### src/rtl/stall_controller.sv
// ---------------------------------------------------------------------------
// stall_controller
//
// Purpose:
//    Collects the stall and flush requests for the 5-stage MIPS pipeline and
//    turns them into per-stage write enables, a bubble select, a flush strobe
//    and the data-memory access strobe. While a multi-cycle data-memory access
//    is outstanding, the whole pipeline is frozen. A watchdog moves the block
//    into a sticky error state if the memory never acknowledges.
//
// Parameters:
//    MEM_TIMEOUT  maximum number of cycles spent waiting for an ack (1..255)
//    CNT_W        width of the stall cycle counter
//
// Configuration macro:
//    STALL_CNT_EN  when defined, a saturating stall cycle counter is built and
//                  reported on stall_cnt_o; otherwise stall_cnt_o is tied to 0
//
// Ports:
//    clk_i           clock, rising edge
//    rst_i           asynchronous active-high reset
//    is_stall        load-use stall request from hazard detection
//    flush_i         branch taken in ID, squash IF/ID
//    mem_req_i       the MEM-stage instruction accesses data memory
//    mem_ack_i       data memory has completed the current access
//    pc_wr_o         PC write enable
//    if_id_wr_o      IF/ID write enable
//    if_id_flush_o   clear IF/ID to a NOP
//    id_ex_bubble_o  select zero control into ID/EX
//    pipe_wr_o       write enable shared by ID/EX, EX/MEM and MEM/WB
//    mem_stb_o       access strobe to data memory
//    err_o           memory timeout occurred, sticky until reset
//    stall_cnt_o     number of stalled cycles (saturating)
// ---------------------------------------------------------------------------
module stall_controller #(
   parameter int MEM_TIMEOUT = 64,
   parameter int CNT_W       = 16
) (
   input  logic             clk_i,
   input  logic             rst_i,
   input  logic             is_stall,
   input  logic             flush_i,
   input  logic             mem_req_i,
   input  logic             mem_ack_i,
   output logic             pc_wr_o,
   output logic             if_id_wr_o,
   output logic             if_id_flush_o,
   output logic             id_ex_bubble_o,
   output logic             pipe_wr_o,
   output logic             mem_stb_o,
   output logic             err_o,
   output logic [CNT_W-1:0] stall_cnt_o
);

   typedef enum logic [1:0] {
      ST_RUN  = 2'd0,
      ST_WAIT = 2'd1,
      ST_ERR  = 2'd2
   } state_t;

   localparam logic [7:0] TIMEOUT_CNT = 8'(MEM_TIMEOUT);

   state_t     state;
   state_t     state_next;
   logic [7:0] wait_cnt;
   logic [7:0] wait_cnt_next;

   logic       release_pipe;
   logic       pc_wr;
   logic       if_id_wr;
   logic       if_id_flush;
   logic       id_ex_bubble;
   logic       pipe_wr;
   logic       mem_stb;
   logic       err;

   // State register and wait counter. The wait counter holds the number of
   // the current WAIT cycle (1 in the first one) so the timeout compare can
   // be done directly against MEM_TIMEOUT.
   always_ff @(posedge clk_i or posedge rst_i) begin
      if (rst_i) begin
         state    <= ST_RUN;
         wait_cnt <= 8'd0;
      end else begin
         state    <= state_next;
         wait_cnt <= wait_cnt_next;
      end
   end

   // Next-state and output decode. Everything defaults to a full freeze;
   // release_pipe marks the cycles where the memory is not holding the
   // pipeline, and the load-use stall and flush rules are then applied once
   // below so RUN and the WAIT ack cycle share the same priority logic.
   // An ack is only looked at while the strobe is high: in RUN the strobe is
   // mem_req_i, and in ERR the ack is not examined at all.
   always_comb begin
      state_next    = state;
      wait_cnt_next = wait_cnt;
      release_pipe  = 1'b0;
      pc_wr         = 1'b0;
      if_id_wr      = 1'b0;
      if_id_flush   = 1'b0;
      id_ex_bubble  = 1'b0;
      pipe_wr       = 1'b0;
      mem_stb       = 1'b0;
      err           = 1'b0;

      unique case (state)
         ST_RUN: begin
            mem_stb = mem_req_i;
            if (mem_req_i && !mem_ack_i) begin
               state_next    = ST_WAIT;
               wait_cnt_next = 8'd1;
            end else begin
               release_pipe = 1'b1;
            end
         end
         ST_WAIT: begin
            mem_stb = 1'b1;
            if (mem_ack_i) begin
               state_next    = ST_RUN;
               wait_cnt_next = 8'd0;
               release_pipe  = 1'b1;
            end else if (wait_cnt >= TIMEOUT_CNT) begin
               state_next = ST_ERR;
            end else begin
               wait_cnt_next = wait_cnt + 8'd1;
            end
         end
         ST_ERR: begin
            err = 1'b1;
         end
         default: begin
            state_next    = ST_RUN;
            wait_cnt_next = 8'd0;
         end
      endcase

      // A load-use stall holds PC and IF/ID and injects a bubble; the
      // pending branch flush is dropped because the branch re-resolves once
      // the stall clears.
      if (release_pipe) begin
         if (is_stall) begin
            id_ex_bubble = 1'b1;
            pipe_wr      = 1'b1;
         end else begin
            pc_wr       = 1'b1;
            if_id_wr    = 1'b1;
            pipe_wr     = 1'b1;
            if_id_flush = flush_i;
         end
      end
   end

   // While reset is held every output is forced low, so an in-flight access
   // loses its strobe in the same cycle reset arrives.
   assign pc_wr_o        = pc_wr        & ~rst_i;
   assign if_id_wr_o     = if_id_wr     & ~rst_i;
   assign if_id_flush_o  = if_id_flush  & ~rst_i;
   assign id_ex_bubble_o = id_ex_bubble & ~rst_i;
   assign pipe_wr_o      = pipe_wr      & ~rst_i;
   assign mem_stb_o      = mem_stb      & ~rst_i;
   assign err_o          = err          & ~rst_i;

`ifdef STALL_CNT_EN
   logic [CNT_W-1:0] stall_cnt;

   // Saturating count of cycles in which the PC was held, covering both
   // memory freezes and load-use stalls. Counting stops in ERR so the value
   // reflects the stalls seen up to the timeout.
   always_ff @(posedge clk_i or posedge rst_i) begin
      if (rst_i) begin
         stall_cnt <= '0;
      end else if (!pc_wr && (state != ST_ERR) && (stall_cnt != '1)) begin
         stall_cnt <= stall_cnt + CNT_W'(1);
      end
   end

   assign stall_cnt_o = rst_i ? '0 : stall_cnt;
`else
   assign stall_cnt_o = '0;
`endif

endmodule

### config.mk
export PLATFORM = sky130hd
export DESIGN_NAME = stall_controller
export DESIGN_NICKNAME = d
export VERILOG_FILES = /design/src/rtl/stall_controller.sv
export SDC_FILE = /design/constraint.sdc
export NUM_CORES = 1
export LEC_CHECK = 0
export BUFFER_PORTS_ARGS = -buffer_cell sky130_fd_sc_hd__buf_2
export CAP_MARGIN = 0
export CELL_PAD_IN_SITES_DETAIL_PLACEMENT = 1
export CELL_PAD_IN_SITES_GLOBAL_PLACEMENT = 1
export CORE_MARGIN = 2
export CORE_UTILIZATION = 32
export DETAILED_ROUTE_END_ITERATION = 12
export PLACE_DENSITY_LB_ADDON = 0.1
export SLEW_MARGIN = 10
export SYNTH_ARGS = -nofsm -noshare
export SYNTH_HDL_FRONTEND = slang
export SYNTH_SLANG_ARGS = --single-unit
### constraint.sdc
create_clock -name clk_i -period 1.9 [get_ports clk_i]
set_clock_uncertainty 0.05 [all_clocks]
set_input_delay 0.19 -clock clk_i [delete_from_list [all_inputs] [get_ports clk_i]]
set_output_delay 0.19 -clock clk_i [all_outputs]
set_load 0.02 [all_outputs]
### After elaboration in Yosys (flattened, before gate mapping)

Index checks and enable logic that the tools add are counted.

* latch bits: 0
* RAM bits: 0
* flip-flop bits (word level): 10
* output and inout bits: 23
* memory bits (read-only): 0
* input port bits: 6
* memories kept: 0
* logic and storage cells: 42

* $mul: 0
* shifts and indexed selects: 0
* $add $sub $neg: 1
* equal/unequal tests: 5
* order comparisons: 1
* divide/modulo/power cells: 0
* bitwise operators: 8
* reductions and logical operators: 5
* mux-type cells: 20

Operators with widths (number)
* $mux W8: 3
* $pmux W8 S3: 1
* $mux W1: 10
* $add A8 B1 Y8 const B: 1
* $ge A8 B7 Y1 const B: 1
* $and A1 B1 Y1: 6
* $mux W2: 3
* $ne A3 B3 Y1 const B: 2
* $pmux W2 S3: 1
* $reduce_and A3 Y1: 2
* $pmux W1 S2: 2
* $eq A2 B1 Y1 const B: 1
* $eq A2 B2 Y1 const B: 1
* $logic_not A2 Y1: 1
* $ne A2 B2 Y1 const B: 1
* $not A1 Y1: 2
* $logic_and A1 B1 Y1: 1
* $logic_not A1 Y1: 1

### Logic depth before layout (Yosys ltp)

Gate-level depths: netlist of run 1.

* depth after elaboration: 6
* depth in mapped cells: 5
* depth with buffers taken out: 4

### Least setup slack after synthesis of run 1

Ideal clock, no wire load.

* path kind: register -> output
* from: reg state[0]
* to: out if_id_flush_o
* slack: 367 ps
* cell stages (with the launch flop): 5
* required time: 1660 ps
* data arrival time: 1293 ps
* buffers on the path: 0
* path through: dfrtp_1 > nor2_1 > o21ai_0 > nor2_1 > and2_1

* word-level cells in the longest chain between the ends: 4
* elaborated cells between the ends (all ways): 5
* those cells by class: eq/ne: 1; mux: 2; bitwise: 1; reduce/logical: 1

RTL lines
* start, declared: RTL line 63 `state_t state;`
* start signal, assigned: RTL line 85 `state <= state_next;`
* $eq A2 B1 Y1 / $logic_not A2 Y1 (equally long branches): RTL line 108 `unique case (state)`
* $pmux W1 S2 *: RTL line 108
* $mux W1 *: RTL line 142 `if (release_pipe) begin`
* $and A1 B1 Y1 *: RTL line 159 `assign if_id_flush_o = if_id_flush & ~rst_i;`
* end, declared: RTL line 47 `output logic if_id_flush_o,`

Mark *: on every way between the ends. The rest lies on a longest branch, timed or not.

### Final worst setup path of run 1

* from: in rst_i
* to: out if_id_flush_o

* word-level cells in the longest chain between the ends: 2

RTL lines
* start, declared: RTL line 40 `input logic rst_i,`
* $not A1 Y1: RTL line 159
* $and A1 B1 Y1: RTL line 159

No other way between the ends.

==> impl_metrics.py, run 1 <==
metrics = {
    "run_status": {
        "status": "finished, final reports clean",
    },
    "synthesis": {
        "synthSimpleGateAreaFrac_pct": 22.0,
        "synth_area_leader_cell": "dfrtp_1",
        "synth_compound_area_share_pct": 16.9,
        "synthFlopType": "dfrtp_1",
        "ys_ff_latch": 10,
        "synthAdderAreaFrac_pct": 1.83,
        "synth_top_area_share_pct": 36.7,
        "synth_top_family_by_area": "simple AND/OR/NAND/NOR gates",
        "ys_seq_area_share_pct": 36.7,
        "avgSynthCellArea_um2": 8.52,
        "synthMuxAreaShare_pct": 0,
        "synth_area_leaders": "dfrtp_1, buf_4, nor2_1",
        "async_reset_ff_share_pct": 100,
        "synth_cell_types": 26,
        "syn-cell-area_um2": 682,
        "synth_edf_count": 0,
        "yosys_warnings": 0,
        "syn_inst": 80,
        "synth_xor_xnor_area_share_pct": 0,
    },
    "critical_path": {
        "crit_type": "primary input to output port",
        "r2r_cells": 5,
        "r2r_start": "state[1]",
        "cp_data_arrival_time_ns": 1.50,
        "worstSetupEndpointType": "output port",
        "cp.required_ns": 1.66,
        "crit_path_max_fanout": 4,
        "r2r-end": "wait_cnt[3]",
        "rrSetupSlack_ns": 0.21,
        "worstSetupStartpointType": "primary input",
    },
    "layout": {
        "multi_input_area_um2": 338,
        "final_layout_size_suffix_gt1_share_pct": 21.3,
        "fillers": 252,
        "fin_nets": 103,
        "final-seq-area_um2": 250,
        "fin_cells": 121,
        "area_growth_pct": 8.07,
        "n_antenna_cell": 0,
    },
    "worst_hold_path": {
        "hp-start": "mem_ack_i",
        "worstHoldPathCells": 3,
        "hold_path.class": "primary input to flip-flop",
        "min_to": "wait_cnt[0]",
    },
    "routing": {
        "ant_nets": 0,
        "drt_iter0_drc": 7,
        "viasPerCell": 4.44,
        "first_pass_iters": 4,
        "drc": 0,
        "vias": 537,
        "drt_wl_total_um": 1350,
        "wl_per_cell_um": 11.2,
    },
    "floorplan": {
        "coreArea_mm2": 0.00198,
        "rows": 16,
        "initial_core_util_pct": 34.4,
        "die_y_um": 50.2,
        "io_pins": 29,
        "die_area_mm2": 0.00252,
        "fp.dieW_um": 50.2,
    },
    "placement": {
        "place_congestion": 0.767,
        "dp_hpwl_um": 1070,
        "dp.cells": 117,
        "numPortBuffers": 12,
        "dp_slack_ns": 0.212,
    },
    "clock_tree": {
        "cts_tree": "done",
        "path_clk_slew_ns": 0.06,
        "clk_latency_ns": 0.26,
        "cts_made_buffers": 3,
        "cts_num_sinks": 10,
        "post_cts_resized": 0,
        "cts_max_path_buffers": 2,
        "clockRootBuffer": "clkbuf_4",
        "h-tree-depth": 1,
    },
    "timing": {
        "hold_violations": 0,
        "rsz0062_at_grt": "no",
        "fmax_mhz": 575,
        "maxSlewViolCount": 0,
        "whs_ns": 0.207,
        "final.min_clock_period_ns": 1.74,
        "setup_tns_ns": 0,
        "fin_ws_ns": 0.160,
        "setup_viol": 0,
        "finalCritPeriodShare_pct": 91.6,
    },
    "power": {
        "peakVddDrop_mv": 0.360,
        "leakagePower_nw": 0.384,
        "power_density_mw_per_mm2": 728,
        "power_mw": 0.536,
    },
    "grt": {
        "first_global_vias": 479,
        "antenna_found_initial": 0,
        "grt_overflow": 0,
        "grt_usage_pct": 11.8,
        "grt_max_degree": 12,
        "grt_pass1_wl_um": 2170,
    },
    "run": {
        "drv_cap": 0,
    },
}
per-stage QoR:
stage / instance area, um^2 / utilization, %
after detailed placement: 704 / 35.5
after global routing: 737 / 37.2
after floorplan: 738 / -
final: 737 / 37.2
after CTS: 737 / 37.2
after global placement: 704 / 35.5
cell usage after synthesis (all sizes together), types with 2 or more instances:
cell type and number:
a21oi 4, and2 3, buf 18, dfrtp 10, inv 4, nand2 2
nand3 4, nor2 6, o21a 2, o21ai 7, o31ai 2, or2 3
or3 3
how the worst max path moves through the flow:
stage | start | to | slack (ns) | depth (start not counted)
floorplan | state[0] | if_id_flush_o | 0.37 | 4
global placement | state[1] | wait_cnt[3] | 0.27 | 5
detailed placement | state[1] | wait_cnt[3] | 0.21 | 5
CTS | rst_i | if_id_flush_o | 0.16 | 7
global route | state[0] | if_id_flush_o | 0.05 | 5
finish | rst_i | if_id_flush_o | 0.16 | 7
worst max-delay path, stage by stage:
cell and delay (ns):
dlygate4sd3_1 0.53, buf_2 0.14, nor2_1 0.07, o21ai_0 0.12, nor2_1 0.16, and2_1 0.14, buf_2 0.15
cell type report:
type                       instances  area share (%)
tap                               27            4.58
timing repair buffer              14            10.5
multi-input combinational         63            45.8
clock buffer                       3            3.06
inverter                           4            2.04
sequential                        10            34.0
where the power goes:
group / internal, mW / switching (mW) / total [mW]
Sequential: 0.232 / 0.0279 / 0.260
Clock: 0.0730 / 0.0679 / 0.141
Combinational: 0.0468 / 0.0887 / 0.136
flip-flops by register name (all words and copies together), names as in the netlist:
signal    count
state         2
wait_cnt      8
per-layer routing:
metal / up-vias / track usage [%] / wire [um]
met4: 0 / 5.56 / 9
met2: 21 / 17.3 / 600
met5: - / 0 / 0
li1: 270 / - / -
met3: 2 / 5.95 / 116
met1: 244 / 14.3 / 624
cells by family (layout without fill, tap and decap cells):
logic type / Yosys count / count (layout)
simple gates: 27 / 27
buf+inv: 22 / 21
compound gates: 19 / 19
flops: 10 / 10
fa+ha+maj: 1 / 1
other cells: 1 / 16
placed cells by master (no fill, tap or decap):
master	count
a21o_1	1
a21oi_1	4
a311oi_1	1
and2_1	3
and2b_1	1
and3_1	1
buf_2	12
buf_4	1
clkbuf_4	3
conb_1	16
dfrtp_1	10
dlygate4sd3_1	1
ha_1	1
inv_1	4
nand2_1	2
nand2b_1	1
nand3_1	4
nor2_1	6
nor3_1	1
nor3b_1	1
o21a_1	2
o21ai_0	4
o21ai_1	3
o21bai_1	1
o22ai_1	1
o31ai_1	2
or2_2	3
or3_1	3
or3b_4	1
timing repair:
| action | in CTS | in global routing |
|---|---|---|
| setup buffers | 0 | 0 |
| hold endpoints to repair | 10 | 0 |
| hold buffers | 1 | 0 |
Power figures use the tool's default switching activity.
==> inputs of run 2 (changes only) <==
--- a/config.mk
+++ b/config.mk
@@ -13,6 +13,7 @@
 export CORE_UTILIZATION = 32
 export DETAILED_ROUTE_END_ITERATION = 12
 export PLACE_DENSITY_LB_ADDON = 0.1
+export SETUP_SLACK_MARGIN = 0.3
 export SLEW_MARGIN = 10
 export SYNTH_ARGS = -nofsm -noshare
 export SYNTH_HDL_FRONTEND = slang
==> run 2 against run 1 <==
Compared with the run above: clock power barely moved; hold slack improved by 0.048 ns; combinational power rose by 37%; cell count rose by 6.6%; fmax rose by 9.0%; clock-buffer cell count did not move; largest cell class unchanged.
==> impl_metrics.py, run 2 (synthesized netlist as in run 1, its figures left out) <==
metrics = {
    "layout": {
        "fillers": 243,
        "largest-register": "wait_cnt",
        "area_growth_pct": 28.4,
        "final_cell_mix": "conb_1, buf_4, buf_2",
        "multi_input_area_um2": 395,
        "final_layout_size_suffix_gt1_share_pct": 39.2,
        "final-seq-area_um2": 253,
        "final_common_cell": "conb_1",
        "reg_top3": "wait_cnt x8, state x2",
        "final_core_util_pct": 44.2,
        "fin_cells": 129,
        "n_antenna_cell": 0,
        "largest_reg_flops": 8,
        "fin_nets": 111,
    },
    "timing": {
        "finalCritPeriodShare_pct": 84.0,
        "fmax_mhz": 627,
        "setup_viol": 0,
        "maxSlewViolCount": 0,
        "rsz0062_at_grt": "yes",
        "fin_ws_ns": 0.304,
        "hold_violations": 0,
        "setup_tns_ns": 0,
        "final.min_clock_period_ns": 1.60,
        "whs_ns": 0.254,
    },
    "clock_tree": {
        "clockRootBuffer": "clkbuf_4",
        "cts_num_sinks": 10,
        "cts_max_path_buffers": 2,
        "h-tree-depth": 1,
        "cts_tree": "done",
        "path_clk_slew_ns": 0.06,
        "cts_made_buffers": 3,
        "clk_latency_ns": 0.26,
    },
    "floorplan": {
        "die_area_mm2": 0.00252,
        "coreArea_mm2": 0.00198,
        "die_y_um": 50.2,
        "rows": 16,
        "io_pins": 29,
        "initial_core_util_pct": 34.4,
        "fp.dieW_um": 50.2,
    },
    "grt": {
        "antenna_found_initial": 0,
        "grt_max_degree": 12,
        "busiest_layer": "met2",
        "grt_pass1_wl_um": 2320,
        "first_global_vias": 503,
        "use_met1_pct": 14.6,
        "met2_usage_pct": 19.7,
        "grt_use_met3_pct": 5.95,
        "grt_overflow": 0,
        "grt_usage_pct": 12.6,
    },
    "worst_hold_path": {
        "hold_path.class": "primary input to flip-flop",
    },
    "routing": {
        "viasPerCell": 4.55,
        "drt_iter0_drc": 1,
        "ant_nets": 0,
        "wl_per_cell_um": 12.2,
        "first_pass_iters": 3,
        "vias": 587,
        "drt_wl_total_um": 1570,
        "drc": 0,
    },
    "placement": {
        "dp_hpwl_um": 1070,
        "dp_slack_ns": 0.212,
        "place_congestion": 0.767,
        "numPortBuffers": 12,
        "dp.cells": 117,
    },
    "critical_path": {
        "worstSetupEndpointType": "flip-flop",
        "cp_data_arrival_time_ns": 1.72,
        "cp.required_ns": 2.02,
        "crit_path_max_fanout": 6,
        "crit_type": "flip-flop to flip-flop",
        "worstSetupStartpointType": "flip-flop",
    },
    "run_status": {
        "status": "finished, final reports clean",
    },
    "power": {
        "peakVddDrop_mv": 0.375,
        "power_density_mw_per_mm2": 672,
        "leakagePower_nw": 0.438,
    },
    "run": {
        "drv_cap": 0,
    },
}
-- run 2: metrics by stage --
step / area [um^2] / power (mW)
2_1_floorplan: 738 / 0.388
3_3_place_gp: 704 / 0.397
3_5_place_dp: 704 / 0.399
4_1_cts: 779 / 0.558
5_1_grt: 876 / 0.631
6_report: 876 / 0.589
-- run 2: path summary, 6_finish.rpt --
check	start	endpoint	slack [ns]	cells after the start
worst max-delay path	state[1]	wait_cnt[5]	0.30	4
worst min-delay path	mem_ack_i	wait_cnt[0]	0.25	3
min in group asynchronous	rst_i	state[1]	0.45	3
worst min register to register	wait_cnt[7]	wait_cnt[7]	0.45	1
worst max register to register	state[1]	wait_cnt[5]	0.30	4
max in group asynchronous	rst_i	state[0]	1.03	3
-- run 2: cell type report --
class                   count  share of cell area (%)
clock buffers               3                    2.57
multi-input cells          63                    45.1
repair buffers             22                    17.9
well taps                  27                    3.86
flip-flops and latches     10                    28.9
inverters                   4                    1.71
-- run 2: routing by layer --
metal	wire [um]	vias to the layer above
met5	0	-
met2	780	19
li1	-	287
met4	12	0
met1	668	279
met3	106	2
-- run 2: what timing repair did --
item / in CTS / in global routing
cloned: 0 / 1
endpoints found under the setup margin: 8 / 9
buffers inserted: 4 / 3
gates resized for setup: 5 / 19
hold endpoints to repair: 10 / 0
hold buffers: 1 / 0
pin swaps: 1 / 8
-- run 2: report_power, final --
group,internal (mW),switching [mW]
combinational,0.0796,0.106
clock,0.0731,0.0687
sequential,0.232,0.0285
total,0.385,0.203
-- run 2: critical path, stage by stage, from the launching register on --
cell and delay (ns):
dfrtp_2 0.46, or3b_4 0.42, a311oi_1 0.30, o21ai_0 0.19
o31ai_2 0.09
==> inputs of run 3 (changes only) <==
==> constraint.sdc (replaced) <==
create_clock -name clk_i -period 1.5 [get_ports clk_i]
set_clock_uncertainty 0.05 [all_clocks]
set_input_delay 0.15 -clock clk_i [delete_from_list [all_inputs] [get_ports clk_i]]
set_output_delay 0.15 -clock clk_i [all_outputs]
set_load 0.02 [all_outputs]
==> run 3 against run 2 <==
Compared with the run above: setup slack got worse by 0.41 ns; combinational power rose by 90%; first-iteration DRC count increased to 5.0 times the previous value; the flow now finishes with violations (setup timing); non-clock buffer count rose by 12.
==> impl_metrics.py, run 3 (synthesized netlist as in run 1, its figures left out) <==
metrics = {
    "run_status": {
        "status": "finished, violations left",
        "violations": "setup timing",
    },
    "clock_tree": {
        "cts_made_buffers": 3,
        "cts_num_sinks": 10,
        "cts_tree": "done",
        "path_clk_slew_ns": 0.07,
        "clk_latency_ns": 0.27,
        "clockRootBuffer": "clkbuf_4",
        "cts_max_path_buffers": 2,
        "h-tree-depth": 1,
    },
    "layout": {
        "final_layout_size_suffix_gt1_share_pct": 60.0,
        "area_growth_pct": 66.6,
        "largest-register": "wait_cnt",
        "multi_input_area_um2": 485,
        "fillers": 232,
        "fin_cells": 142,
        "final_cell_mix": "buf_6, conb_1, dfrtp_1",
        "final-seq-area_um2": 251,
        "final_common_cell": "buf_6",
        "largest_reg_flops": 8,
        "n_antenna_cell": 0,
        "reg_top3": "wait_cnt x8, state x2",
        "fin_nets": 123,
    },
    "worst_hold_path": {
        "worstHoldPathCells": 3,
        "hold_path.class": "primary input to flip-flop",
        "hp-start": "mem_ack_i",
        "min_to": "wait_cnt[0]",
    },
    "critical_path": {
        "r2r_start": "state[1]",
        "worstSetupEndpointType": "flip-flop",
        "r2r_cells": 5,
        "crit_path_max_fanout": 4,
        "cp.required_ns": 1.66,
        "worstSetupStartpointType": "flip-flop",
        "r2r-end": "wait_cnt[2]",
        "cp_data_arrival_time_ns": 1.77,
        "crit_type": "flip-flop to flip-flop",
        "rrSetupSlack_ns": -0.11,
    },
    "timing": {
        "hold_violations": 0,
        "setup_viol": 12,
        "rsz0062_at_grt": "yes",
        "final.min_clock_period_ns": 1.61,
        "setup_tns_ns": -0.717,
        "fmax_mhz": 621,
        "finalCritPeriodShare_pct": 107,
        "whs_ns": 0.264,
        "maxSlewViolCount": 0,
        "fin_ws_ns": -0.110,
    },
    "grt": {
        "grt_usage_pct": 15.9,
        "first_global_vias": 614,
        "grt_overflow": 0,
        "antenna_found_initial": 0,
        "grt_max_degree": 11,
        "grt_pass1_wl_um": 2970,
    },
    "power": {
        "power_density_mw_per_mm2": 819,
        "power_mw": 0.930,
        "leakagePower_nw": 0.541,
        "peakVddDrop_mv": 0.440,
    },
    "placement": {
        "place_congestion": 0.718,
        "dp_hpwl_um": 1120,
        "dp.cells": 122,
        "dp_slack_ns": -0.0221,
        "numPortBuffers": 12,
    },
    "floorplan": {
        "fp.dieW_um": 50.2,
        "die_area_mm2": 0.00252,
        "die_y_um": 50.2,
        "initial_core_util_pct": 34.4,
        "io_pins": 29,
        "rows": 16,
        "coreArea_mm2": 0.00198,
    },
    "routing": {
        "vias": 633,
        "viasPerCell": 4.46,
        "drt-met1-wl_um": 974,
        "top_layer_used": "met4",
        "drc": 0,
        "dr_wl_met2_um": 1230,
        "drt_wl_total_um": 2290,
        "wl_met3_um": 61,
        "first_pass_iters": 2,
        "ant_nets": 0,
        "drt_iter0_drc": 5,
        "wl_per_cell_um": 16.1,
    },
    "run": {
        "drv_cap": 0,
    },
}
run 3: cell count changes in the layout (fill, tap and decap cells not counted), sizes merged:
cell,before,now
buf,21,33
clkbuf,3,4
run 3: final cells by class:
type / instances / share of cell area (%)
repair buffers: 34 / 27.6
multi-input cells: 63 / 42.7
inverters: 4 / 1.32
flip-flops and latches: 10 / 22.1
clock buffers: 4 / 3.19
well taps: 27 / 2.97
run 3: routing by layer:
layer | global-route usage, % | vias to the layer above
met5 | 0 | -
met4 | 4.17 | 0
met3 | 3.27 | 2
met2 | 28.3 | 18
met1 | 19.2 | 305
li1 | - | 308
run 3: power by group:
| group | internal (mW) | switching, mW | total (mW) |
|---|---|---|---|
| clock | 0.148 | 0.103 | 0.251 |
| combinational | 0.159 | 0.194 | 0.353 |
| sequential | 0.294 | 0.0327 | 0.326 |
| total | 0.600 | 0.330 | 0.930 |
run 3: how the worst max path moves through the flow:
stage	startpoint	end	slack [ns]	depth (start not counted)
2_1_floorplan	state[0]	wait_cnt[6]	0.009	5
3_3_place_gp	state[1]	wait_cnt[3]	0.007	5
3_5_place_dp	state[1]	wait_cnt[4]	-0.02	5
4_1_cts	state[1]	if_id_flush_o	-0.04	6
5_1_grt	state[1]	wait_cnt[3]	-0.18	5
6_report	state[1]	wait_cnt[2]	-0.11	5
run 3: through the flow:
stage / util (%) / cell area (um^2)
2_1_floorplan: - / 773
3_3_place_gp: 38.8 / 769
3_5_place_dp: 38.8 / 769
4_1_cts: 49.7 / 986
5_1_grt: 57.3 / 1140
6_report: 57.3 / 1140
run 3: timing repair:
item / 4_1_cts / 5_1_grt
gates cloned: 0 / 1
endpoints found under the setup margin: 15 / 17
endpoints found under the hold margin: 10 / 0
hold buffers: 1 / 0
setup buffers: 8 / 6
pin swaps: 12 / 12
resized for setup: 29 / 27
run 3: worst max-delay path: stages, from the launching register on:
cell	delay (ns)
dfrtp_2	0.45
or3b_4	0.43
o22ai_4	0.24
buf_6	0.16
o21ai_1	0.08
a21oi_2	0.14
